$ cat src/rtl/ysyx_25030085_lsu_pkg.sv
// Shared types and helpers for the ysyx_25030085 load/store unit.
// Holds the FSM state type, RV32 width codes, AXI response codes and request checks.
package ysyx_25030085_lsu_pkg;

  typedef enum logic [2:0] {
    IDLE,
    RD_ADDR,
    RD_DATA,
    WR_REQ,
    WR_RESP,
    RESP
  } state_t;

  localparam logic [2:0] F3_B  = 3'b000;
  localparam logic [2:0] F3_H  = 3'b001;
  localparam logic [2:0] F3_W  = 3'b010;
  localparam logic [2:0] F3_BU = 3'b100;
  localparam logic [2:0] F3_HU = 3'b101;

  localparam logic [1:0] OKAY   = 2'b00;
  localparam logic [1:0] SLVERR = 2'b10;
  localparam logic [1:0] DECERR = 2'b11;

  function automatic logic misaligned(input logic [2:0] funct3, input logic [1:0] offset);
    case (funct3)
      F3_H, F3_HU: misaligned = offset[0];
      F3_W:        misaligned = (offset != 2'b00);
      default:     misaligned = 1'b0;
    endcase
  endfunction

  function automatic logic illegal(input logic is_load, input logic is_store,
                                   input logic [2:0] funct3);
    if (is_load == is_store) begin
      illegal = 1'b1;
    end else if (is_load) begin
      case (funct3)
        F3_B, F3_H, F3_W, F3_BU, F3_HU: illegal = 1'b0;
        default:                        illegal = 1'b1;
      endcase
    end else begin
      case (funct3)
        F3_B, F3_H, F3_W: illegal = 1'b0;
        default:          illegal = 1'b1;
      endcase
    end
  endfunction

  // EXOKAY has no meaning on a Lite link, so it is treated as a failure too.
  function automatic logic resp_err(input logic [1:0] resp);
    case (resp)
      OKAY:           resp_err = 1'b0;
      SLVERR, DECERR: resp_err = 1'b1;
      default:        resp_err = 1'b1;
    endcase
  endfunction

endpackage

$ cat src/rtl/ysyx_25030085_lsu_align.sv
// Byte-lane steering for the LSU: load extraction/extension and store shift/strobes.
// Purely combinational; offset is the low two bits of the byte address.
module ysyx_25030085_lsu_align
  import ysyx_25030085_lsu_pkg::*;
(
  input  logic [2:0]  funct3,
  input  logic [1:0]  offset,
  input  logic [31:0] rdata,
  input  logic [31:0] store_in,
  output logic [31:0] load_data,
  output logic [31:0] store_data,
  output logic [3:0]  store_strb
);

  logic [31:0] shifted;

  always_comb begin
    shifted = rdata >> {offset, 3'b000};
    case (funct3)
      F3_B:    load_data = {{24{shifted[7]}}, shifted[7:0]};
      F3_BU:   load_data = {24'b0, shifted[7:0]};
      F3_H:    load_data = {{16{shifted[15]}}, shifted[15:0]};
      F3_HU:   load_data = {16'b0, shifted[15:0]};
      default: load_data = shifted;
    endcase

    store_data = store_in << {offset, 3'b000};
    case (funct3)
      F3_B:    store_strb = 4'b0001 << offset;
      F3_H:    store_strb = 4'b0011 << offset;
      default: store_strb = 4'b1111;
    endcase
  end

endmodule

$ cat src/rtl/ysyx_25030085_lsu.sv
// Multi-cycle load/store unit: one request at a time over an AXI4-Lite master,
// result returned as a one-cycle writeback pulse with an error flag for traps.
module ysyx_25030085_lsu
  import ysyx_25030085_lsu_pkg::*;
#(
  parameter int ADDR_W = 32,
  parameter int DATA_W = 32
) (
  input  logic              clk,
  input  logic              rst,
  input  logic              in_valid,
  output logic              in_ready,
  input  logic              in_is_load,
  input  logic              in_is_store,
  input  logic [2:0]        in_funct3,
  input  logic [ADDR_W-1:0] in_addr,
  input  logic [DATA_W-1:0] in_wdata,
  output logic              out_valid,
  output logic [DATA_W-1:0] out_rdata,
  output logic              out_err,
  output logic [ADDR_W-1:0] araddr,
  output logic              arvalid,
  input  logic              arready,
  input  logic [DATA_W-1:0] rdata,
  input  logic [1:0]        rresp,
  input  logic              rvalid,
  output logic              rready,
  output logic [ADDR_W-1:0] awaddr,
  output logic              awvalid,
  input  logic              awready,
  output logic [DATA_W-1:0] wdata,
  output logic [3:0]        wstrb,
  output logic              wvalid,
  input  logic              wready,
  input  logic [1:0]        bresp,
  input  logic              bvalid,
  output logic              bready
);

  state_t state, state_nxt;

  logic [2:0]        req_funct3;
  logic [ADDR_W-1:0] req_addr;
  logic [DATA_W-1:0] req_wdata;
  logic              aw_done, w_done;
  logic              acc_err;
  logic [DATA_W-1:0] load_data, store_data;
  logic [3:0]        store_strb;

  assign acc_err = illegal(in_is_load, in_is_store, in_funct3)
                || misaligned(in_funct3, in_addr[1:0]);

  ysyx_25030085_lsu_align u_align (
    .funct3     (req_funct3),
    .offset     (req_addr[1:0]),
    .rdata      (rdata),
    .store_in   (req_wdata),
    .load_data  (load_data),
    .store_data (store_data),
    .store_strb (store_strb)
  );

  always_ff @(posedge clk or posedge rst) begin
    if (rst) state <= IDLE;
    else     state <= state_nxt;
  end

  always_comb begin
    state_nxt = state;
    case (state)
      IDLE: begin
        if (in_valid) begin
          if (acc_err)         state_nxt = RESP;
          else if (in_is_load) state_nxt = RD_ADDR;
          else                 state_nxt = WR_REQ;
        end
      end
      RD_ADDR: if (arready) state_nxt = RD_DATA;
      RD_DATA: if (rvalid)  state_nxt = RESP;
      // A channel already done no longer needs its ready; same-cycle pair exits at once.
      WR_REQ:  if ((aw_done || awready) && (w_done || wready)) state_nxt = WR_RESP;
      WR_RESP: if (bvalid)  state_nxt = RESP;
      RESP:    state_nxt = IDLE;
      default: state_nxt = IDLE;
    endcase
  end

  always_comb begin
    in_ready  = (state == IDLE);
    arvalid   = (state == RD_ADDR);
    rready    = (state == RD_DATA);
    awvalid   = (state == WR_REQ) && !aw_done;
    wvalid    = (state == WR_REQ) && !w_done;
    bready    = (state == WR_RESP);
    out_valid = (state == RESP);
  end

  assign araddr = req_addr;
  assign awaddr = req_addr;
  assign wdata  = store_data;
  assign wstrb  = store_strb;

  always_ff @(posedge clk or posedge rst) begin
    if (rst) begin
      req_funct3 <= '0;
      req_addr   <= '0;
      req_wdata  <= '0;
      aw_done    <= 1'b0;
      w_done     <= 1'b0;
      out_rdata  <= '0;
      out_err    <= 1'b0;
    end else begin
      case (state)
        IDLE: begin
          if (in_valid) begin
            req_funct3 <= in_funct3;
            req_addr   <= in_addr;
            req_wdata  <= in_wdata;
            aw_done    <= 1'b0;
            w_done     <= 1'b0;
            if (acc_err) begin
              out_rdata <= '0;
              out_err   <= 1'b1;
            end
          end
        end
        WR_REQ: begin
          if (awvalid && awready) aw_done <= 1'b1;
          if (wvalid && wready)   w_done  <= 1'b1;
        end
        RD_DATA: begin
          if (rvalid) begin
            out_err   <= resp_err(rresp);
            out_rdata <= resp_err(rresp) ? '0 : load_data;
          end
        end
        WR_RESP: begin
          if (bvalid) begin
            out_err   <= resp_err(bresp);
            out_rdata <= '0;
          end
        end
        default: ;
      endcase
    end
  end

endmodule

$ cat config.mk
export PLATFORM = sky130hd
export DESIGN_NAME = ysyx_25030085_lsu
export DESIGN_NICKNAME = d
export VERILOG_FILES = /design/src/rtl/ysyx_25030085_lsu_pkg.sv /design/src/rtl/ysyx_25030085_lsu_align.sv /design/src/rtl/ysyx_25030085_lsu.sv
export SDC_FILE = /design/constraint.sdc
export NUM_CORES = 1
export LEC_CHECK = 0
export ABC_AREA = 0
export CORE_ASPECT_RATIO = 0.5
export CORE_MARGIN = 4
export CORE_UTILIZATION = 42
export DETAILED_ROUTE_END_ITERATION = 10
export GPL_TIMING_DRIVEN = 0
export PLACE_DENSITY_LB_ADDON = 0.1
export SLEW_MARGIN = 40
export SYNTH_ARGS = -nofsm -noshare
export SYNTH_HDL_FRONTEND = slang
export SYNTH_SLANG_ARGS = --single-unit
$ cat constraint.sdc
create_clock -name clk -period 3.7 [get_ports clk]
set_clock_uncertainty 0.15 [all_clocks]
set_input_delay 0.555 -clock clk [delete_from_list [all_inputs] [get_ports clk]]
set_output_delay 0.555 -clock clk [all_outputs]
set_load 0.1 [all_outputs]
Yosys cells after proc, flatten, opt, wreduce, memory -nomap -nowiden
Cells that the tools add are included.

Flip-flop bits (word level): 105. Input bits: 113. Word-level logic and storage cells: 93.

Equality and inequality tests: 21. Reduce and logical (&&, ||, !) cells: 26. Shift operators: 4. Muxes and demuxes: 34.

Operator list (count): two-way mux 32 bit (5); case mux 32 bit (4 select lines) (1); case mux 32 bit (3 select lines) (1); << shifter 32 x 5 -> 32 bit (1); right shift 32 x 5 -> 32 bit (1); == test 3 bit, second input constant (6); two-way mux 3 bit (6); case mux 3 bit (5 select lines) (1); two-way mux 1 bit (14); AND reduction 5 bit (2); == test 3 x 1 -> 1 bit, second input constant (3); == test 3 x 2 -> 1 bit, second input constant (3); zero test 3 bit (3); != test 2 x 1 -> 1 bit, second input constant (4); != test 2 bit, second input constant (4); case mux 4 bit (2 select lines) (1); case mux 1 bit (2 select lines) (3); AND reduction 3 bit (2); logical AND 1 bit (5); OR reduction 5 bit (1); zero test 2 bit (2); nonzero test 2 bit (2); << shifter 1 x 2 -> 4 bit, first input constant (1); << shifter 2 x 2 -> 4 bit, first input constant (1); 9 further kinds (12).

Depth between registers and ports, before layout
Gate-level depths: netlist (run 1).

Word-level depth: 9. Gate-level depth with buffers: 8. Depth with buffers taken out: 5.

By module
From an unflattened synthesis (run 1), not the netlist that was laid out.

Cell total of the unflattened synthesis: 510. Area total of the unflattened synthesis: 5843.1 µm².

By module, submodules not included: ysyx_25030085_lsu (instances 1, area an instance 4518.1 µm², cells each 306); ysyx_25030085_lsu_align (instances 1, area an instance 1325.0 µm², cells each 204).

Worst setup path after synthesis (run 1)
No wires, ideal clock.

Path type: register -> output. Start: reg req_addr[0], in the netlist araddr[0]. End: out wstrb[1]. Path buffers: 3. Stages on the path, launching flop included: 6. Path slack: -1069 ps. Required time: 2995 ps. Data arrival time: 4064 ps. Cells stage by stage: dfrtp_1 buf_2 clkbuf_1 clkbuf_1 nor2_1 o21ai_0.

Word-level cells in the longest chain between the ends: 2. Elaborated cells on any way between the ends: 3. Classes of those cells: 2 x shift; 1 x mux.

Ends and longest elaborated chain: start: declaration (line ysyx_25030085_lsu.sv:43) `logic [ADDR_W-1:0] req_addr;`; start signal: assignment (line ysyx_25030085_lsu.sv:117) `req_addr <= in_addr;`; << shifter 2 x 2 -> 4 bit / << shifter 1 x 2 -> 4 bit (equally long branches) (line ysyx_25030085_lsu_align.sv:30, ysyx_25030085_lsu_align.sv:29); case mux 4 bit (2 select lines) (*) (line ysyx_25030085_lsu_align.sv:28) `case (funct3)`; end: declaration (line ysyx_25030085_lsu.sv:32) `output logic [3:0] wstrb,`.

Mark *: on every way between the ends. The rest lies on a longest branch, timed or not.

Final worst setup path (run 1)
Start: reg req_addr[1], in the netlist araddr[1]. End: out wstrb[3].

Same word-level chain as after synthesis.

==> results of run 1 <==
## per-layer routing
| layer | vias to the layer above | routed length [microns] |
|---|---|---|
| li1 | 2236 | - |
| met1 | 2358 | 7250 |
| met2 | 173 | 8310 |
| met3 | 13 | 1180 |
| met4 | 0 | 181 |
| met5 | - | 0 |
## metrics by stage
stage               util [%]  worst slack (ns)  TNS (ns)  hold WS, ns  area, sq um
finish                  62.4             0.212         0        0.336         7940
global route            62.4            0.0677         0        0.356         7940
CTS                     62.3            0.0827         0        0.344         7940
detailed placement      60.0             0.475         0        0.322         7640
global placement        65.2             -1.39   -146.82        0.322         8300
floorplan                  -            -0.316    -0.617        0.323         5570
## timing repair
action                                  in CTS  in global routing
hold buffers                                 0                  0
resized for setup                            0                  4
endpoints found under the setup margin       0                 12
## registers in the layout, summed over array words and instances, names as in the netlist
signal,count
out_err,1
req_funct3,3
w_done,1
aw_done,1
state,3
out_rdata,32
req_wdata,32
araddr,32
## final cells by class
class / count / share of cell area, %
Sequential cell: 105 / 33.1
Clock buffer: 10 / 3.01
Buffer: 67 / 5.15
Clock inverter: 5 / 0.803
Timing Repair Buffer: 253 / 23.3
Inverter: 2 / 0.189
Tap cell: 170 / 2.68
Multi-Input combinational cell: 308 / 31.8
## cell usage after synthesis
master and instances:
a2111oi_4 1, a211oi_1 10, a21oi_1 21, a221o_1 16, a41oi_1 1, and2_1 9
and3b_1 1, and4_1 1, buf_1 3, buf_2 13, buf_4 35, buf_6 1
clkbuf_1 15, dfrtp_1 105, inv_1 2, mux2_2 84, mux2i_1 27, mux4_2 1
nand2_1 29, nand2_2 1, nand2b_1 5, nand3_1 3, nand3b_1 2, nor2_1 24
nor2b_1 12, nor3_1 3, nor3_2 1, nor3b_1 1, nor3b_2 1, nor4_4 1
o211a_1 1, o21a_1 1, o21ai_0 28, o221a_2 1, o22ai_1 2, o2bb2ai_1 16
o41ai_1 1, or2_2 2, xnor2_1 1
## worst min-delay path by stage
stage,end,slack (ns),start
finish,out_rdata[7]$_DFFE_PP0P_,0.34,out_rdata[7]$_DFFE_PP0P_
floorplan,req_wdata[24]$_DFFE_PP0P_,0.32,req_wdata[24]$_DFFE_PP0P_
detailed placement,out_rdata[11]$_DFFE_PP0P_,0.32,out_rdata[11]$_DFFE_PP0P_
global route,out_rdata[14]$_DFFE_PP0P_,0.36,out_rdata[14]$_DFFE_PP0P_
CTS,out_rdata[7]$_DFFE_PP0P_,0.34,out_rdata[7]$_DFFE_PP0P_
global placement,out_rdata[6]$_DFFE_PP0P_,0.32,out_rdata[6]$_DFFE_PP0P_
## cell families after synthesis
family / count (synthesis) / synth area share, %
AO/OA/AOI/OAI: 99 / 12.9
XOR/XNOR: 1 / 0.160
buffers and inverters: 69 / 7.54
flip-flops: 105 / 47.9
multiplexers: 112 / 22.6
AND/OR/NAND/NOR: 96 / 9.00
==> impl_metrics.csv, run 1 <==
group,metric,value,unit
finish,finalNonFillerCells,920,
floorplan,fp-row-count,29,
timing,tightest_slew,0.702,ns
worst_setup_path,cpMostUsedCell,"buf_2",
placed_design,placedCellCount,905,
synth,ys_types,39,
worst_setup_path,cp_data_required_time,2.99,ns
worst_setup_path,rrSetupSlack,1.43,ns
grt,grt_busiest_layer,"met2",
worst_setup_path,r2r_cells,6,
worst_setup_path,crit_fanout,10,
worst_setup_path,worstSetupPathType,"reg -> out",
floorplan,die_w,170,microns
finish,fill_cells,1100,
synth,seq_area_frac_synth,47.9,%
timing,rsz0062_at_grt,"no",
worst_setup_path,crit-reg2reg-capture,"out_rdata[16]$_DFFE_PP0P_",
clocking,clk_pin_slew,0.07,ns
finish,diodes,0,
timing,finalCritPeriodShare,94.3,%
synth,syn_area,5490,sq um
worst_setup_path,cp_num_buf_inv,4,
floorplan,die_area,15100,sq um
worst_setup_path,worstSetupEndpointType,"output pin",
worst_setup_path,cp_cell_sequence,"buf_2, buf_2, clkbuf_1, o21ai_0, nand2_1, buf_2",
routing,drtIter0Drc,303,
worst_hold_path,hp-class,"reg -> reg",
worst_setup_path,crit-reg2reg-launch,"state[2]$_DFFE_PP0P_",
clocking,cts_tree,"yes",
floorplan,core_area,12700,sq um
finish,layout_common_cells,"buf_2 (153), clkdlybuf4s50_1 (112), dfrtp_1 (105)",
routing,dr.pass1.iters,4,
worst_setup_path,crit_arrival,2.78,ns
grt,grt_overflow,0,
grt,track_usage,22.3,%
timing,setup_viol,0,
worst_setup_path,crit_start,"araddr[1]$_DFFE_PP0P_",
worst_setup_path,path_delay_family,"buffers and inverters",
synth,yosysTopAreaCell,"dfrtp_1",
grt,grt_pass1_vias,4884,
clocking,clock_tree.root_cell,"clkbuf_16",
synth,synth_fp_nets,595,
synth,postSynthAreaPerCell,11.4,sq um
grt,antenna_found_initial,0,
finish,final_common_cell,"buf_2",
timing,drv_slew,0,
placed_design,dpl.hpwl,12800,microns
worst_setup_path,crit_slowest_cell,"clkbuf_1",
placed_design,gp_congestion,0.857,
finish,area_delta_synth_final,44.7,%
grt,grt.met1_usage,28.9,%
worst_setup_path,crit_cells,6,
grt,grtUsageMet3,5.98,%
routing,viasPerCell,5.20,
outcome,status,"finished clean",
timing,finalHoldViolations,0,
clocking,cts_setup_buffers,0,
clocking,cts_max_level,3,
clocking,clock_latency,0.34,ns
routing,wire_per_inst,18.4,microns
finish,multi_input_area,2530,sq um
synth,synth_top_area_share,47.9,%
synth,yosysWarnings,0,
timing,fin_crit,3.49,ns
grt,grt_util_met2,38.6,%
run,drv_cap,0,
worst_setup_path,start_kind,"flip-flop",
worst_hold_path,min_path_cells,1,
routing,wl,16900,microns
floorplan,io_pins,253,
routing,routed-via-count,4780,
routing,detail-route-antenna-nets,0,
placed_design,port_buffers,252,
synth,synth.area.top_cells,"dfrtp_1 (48%), mux2_2 (17%), mux2i_1 (4.9%), buf_4 (4.8%), a221o_1 (2.9%)",
finish,drive_above_1_share,43.2,%
synth,ys_ff_latch,105,
finish,num-nets-final,859,
grt,grt_pass1_wl,26300,microns
timing,relSlewSlack,53.2,%
worst_setup_path,worst_path_largest_cell_delay,0.59,ns
grt,grt_max_degree,66,
clocking,max-clock-path-buffers,2,
finish,regArea,2630,sq um
worst_setup_path,crit_end,"wstrb[3]",
clocking,cts_sinks,105,
floorplan,dieHeight,88.8,microns
synth,netlist_instances,482,
clocking,cts_made_buffers,9,
timing,max_freq,287,MHz
routing,drc,0,
floorplan,start_util,43.1,%
Power of run 1 is left out: the tool's default activity adds up to more than one toggle a clock period on the data nets, which glitch-free logic cannot reach.
==> inputs of run 2 (changes only) <==
--- a/config.mk
+++ b/config.mk
@@ -8,7 +8,7 @@
 export ABC_AREA = 0
 export CORE_ASPECT_RATIO = 0.5
 export CORE_MARGIN = 4
-export CORE_UTILIZATION = 42
+export CORE_UTILIZATION = 38
 export DETAILED_ROUTE_END_ITERATION = 10
 export GPL_TIMING_DRIVEN = 0
 export PLACE_DENSITY_LB_ADDON = 0.1
==> constraint.sdc (replaced) <==
create_clock -name clk -period 2.9 [get_ports clk]
set_clock_uncertainty 0.15 [all_clocks]
set_input_delay 0.435 -clock clk [delete_from_list [all_inputs] [get_ports clk]]
set_output_delay 0.435 -clock clk [all_outputs]
set_load 0.1 [all_outputs]
==> run 2 against run 1 <==
Effect of this change: worst setup slack lost 0.11 ns; sequential share of layout area decreased by 1.6 points; utilization fell by 2.0 points; critical path type unchanged; cell count rose by 2.8%; worst hold slack worse by 0.072 ns; cell area is 5.3% higher; routed wire length is 1.5% higher; count of clock-buffer cells in the layout did not move.
==> impl_metrics.csv, run 2 (synthesis results as in run 1) <==
group,metric,value,unit
outcome,status,"finished clean",
clocking,ctsHoldBuffers,0,
worst_setup_path,cp_data_required_time,2.32,ns
run,drv_cap,0,
finish,layout_common_cells,"buf_2 (129), clkdlybuf4s50_1 (112), dfrtp_1 (103)",
finish,final_common_cell,"buf_2",
clocking,clk_pin_slew,0.08,ns
timing,drv_slew,0,
floorplan,dieHeight,93.0,microns
finish,multi_input_area,2750,sq um
floorplan,die_area,16600,sq um
finish,regArea,2630,sq um
worst_setup_path,crit_fanout,10,
clocking,cts_made_buffers,9,
clocking,cts_resized,34,
clocking,cts_max_level,3,
clocking,clock_tree.root_cell,"clkbuf_16",
grt,grt_overflow,0,
routing,viasPerCell,4.99,
worst_setup_path,crit-reg2reg-capture,"out_rdata[18]$_DFFE_PP0P_",
grt,grt_max_degree,26,
routing,dr.pass1.iters,4,
floorplan,die_w,178,microns
timing,setup_viol,0,
placed_design,gp_congestion,0.861,
clocking,cts_setup_buffers,0,
routing,wire_per_inst,18.2,microns
finish,area_delta_synth_final,52.4,%
finish,num-nets-final,862,
worst_hold_path,hp-class,"in -> async",
worst_setup_path,rrSetupSlack,0.56,ns
timing,relSlewSlack,61.1,%
placed_design,placedCellCount,930,
floorplan,core_area,13900,sq um
floorplan,io_pins,253,
timing,rsz0062_at_grt,"yes",
timing,tightest_slew,0.581,ns
grt,track_usage,20.6,%
grt,grt_pass1_wl,26700,microns
clocking,cts_sinks,105,
floorplan,start_util,39.6,%
worst_setup_path,start_kind,"flip-flop",
finish,fill_cells,1151,
finish,fin_area,8370,sq um
placed_design,dpl.hpwl,13400,microns
routing,detail-route-antenna-nets,0,
timing,max_freq,358,MHz
routing,routed-via-count,4723,
worst_setup_path,crit-reg2reg-launch,"req_funct3[2]$_DFFE_PP0P_",
finish,diodes,0,
routing,drtIter0Drc,209,
grt,grt_pass1_vias,4848,
timing,finalHoldViolations,0,
placed_design,postPlaceCellArea,7940,sq um
worst_setup_path,worstSetupEndpointType,"output pin",
floorplan,fp-row-count,30,
worst_setup_path,r2r_cells,5,
finish,drive_above_1_share,46.4,%
clocking,clock_latency,0.34,ns
routing,wl,17200,microns
grt,antenna_found_initial,0,
routing,drc,0,
worst_setup_path,worstSetupPathType,"reg -> out",
timing,fin_crit,2.79,ns
timing,finalCritPeriodShare,96.3,%
placed_design,port_buffers,252,
clocking,cts_tree,"yes",
worst_setup_path,crit_arrival,2.21,ns
timing,final.setup.tns,0,ns
clocking,max-clock-path-buffers,2,
finish,finalNonFillerCells,946,
==> run 2: cell count changes in the layout (fill, tap and decap cells not counted), moves of 5 or more <==
| cell | before | now |
|---|---|---|
| nor2_2 | 9 | 1 |
| buf_4 | 35 | 61 |
| o21ai_1 | 6 | 0 |
| a21oi_4 | 0 | 8 |
| nor2_4 | 0 | 8 |
| mux2i_2 | 0 | 6 |
| buf_2 | 153 | 129 |
| clkbuf_1 | 13 | 8 |
| a21oi_2 | 8 | 0 |
| o21ai_4 | 0 | 9 |
| mux2i_1 | 27 | 21 |
==> run 2: worst max-delay path by stage <==
| stage | startpoint | endpoint | slack [ns] | cells past startpoint |
|---|---|---|---|---|
| 6_report | araddr[0]$_DFFE_PP0P_ | wdata[8] | 0.11 | 7 |
| 3_3_place_gp | araddr[1]$_DFFE_PP0P_ | wstrb[3] | -0.72 | 6 |
| 3_5_place_dp | araddr[1]$_DFFE_PP0P_ | wdata[31] | -0.02 | 6 |
| 2_1_floorplan | araddr[0]$_DFFE_PP0P_ | wstrb[1] | -0.07 | 5 |
| 5_1_grt | araddr[1]$_DFFE_PP0P_ | wdata[23] | -0.005 | 7 |
| 4_1_cts | araddr[1]$_DFFE_PP0P_ | wdata[21] | 0.03 | 7 |
==> run 2: per-layer routing <==
| layer | vias up | routed length [microns] | share of wire, % | global-route usage [%] |
|---|---|---|---|---|
| li1 | 2246 | - | - | - |
| met1 | 2296 | 7470 | 43 | 27.2 |
| met2 | 169 | 8110 | 47 | 34.7 |
| met3 | 12 | 1460 | 8.5 | 5.90 |
| met4 | 0 | 133 | 0.77 | 2.96 |
| met5 | - | 0 | 0 | 0 |
==> run 2: worst max-delay path: stages, from the launching register on <==
cell      delay, ns
dfrtp_2        0.38
buf_2          0.20
clkbuf_4       0.25
clkbuf_2       0.23
buf_6          0.22
mux2i_2        0.30
nor2_4         0.04
buf_4          0.23
==> run 2: cell type report <==
cell class | instances | share of cell area (%)
multi-input combinational | 308 | 32.9
sequential | 105 | 31.4
timing repair buffer | 256 | 23.5
buffer | 67 | 5.25
tap | 192 | 2.87
clock buffer | 10 | 2.74
clock inverter | 6 | 1.14
inverter | 2 | 0.135
==> run 2: metrics by stage <==
stage | worst slack [ns] | hold WS [ns] | utilization [%]
floorplan | -0.0679 | 0.323 | -
global placement | -0.725 | 0.321 | 61.7
detailed placement | -0.0191 | 0.322 | 57.3
CTS | 0.0306 | 0.266 | 60.2
global route | -0.00496 | 0.286 | 60.4
finish | 0.107 | 0.264 | 60.4
Power of run 2 is left out for the same reason.
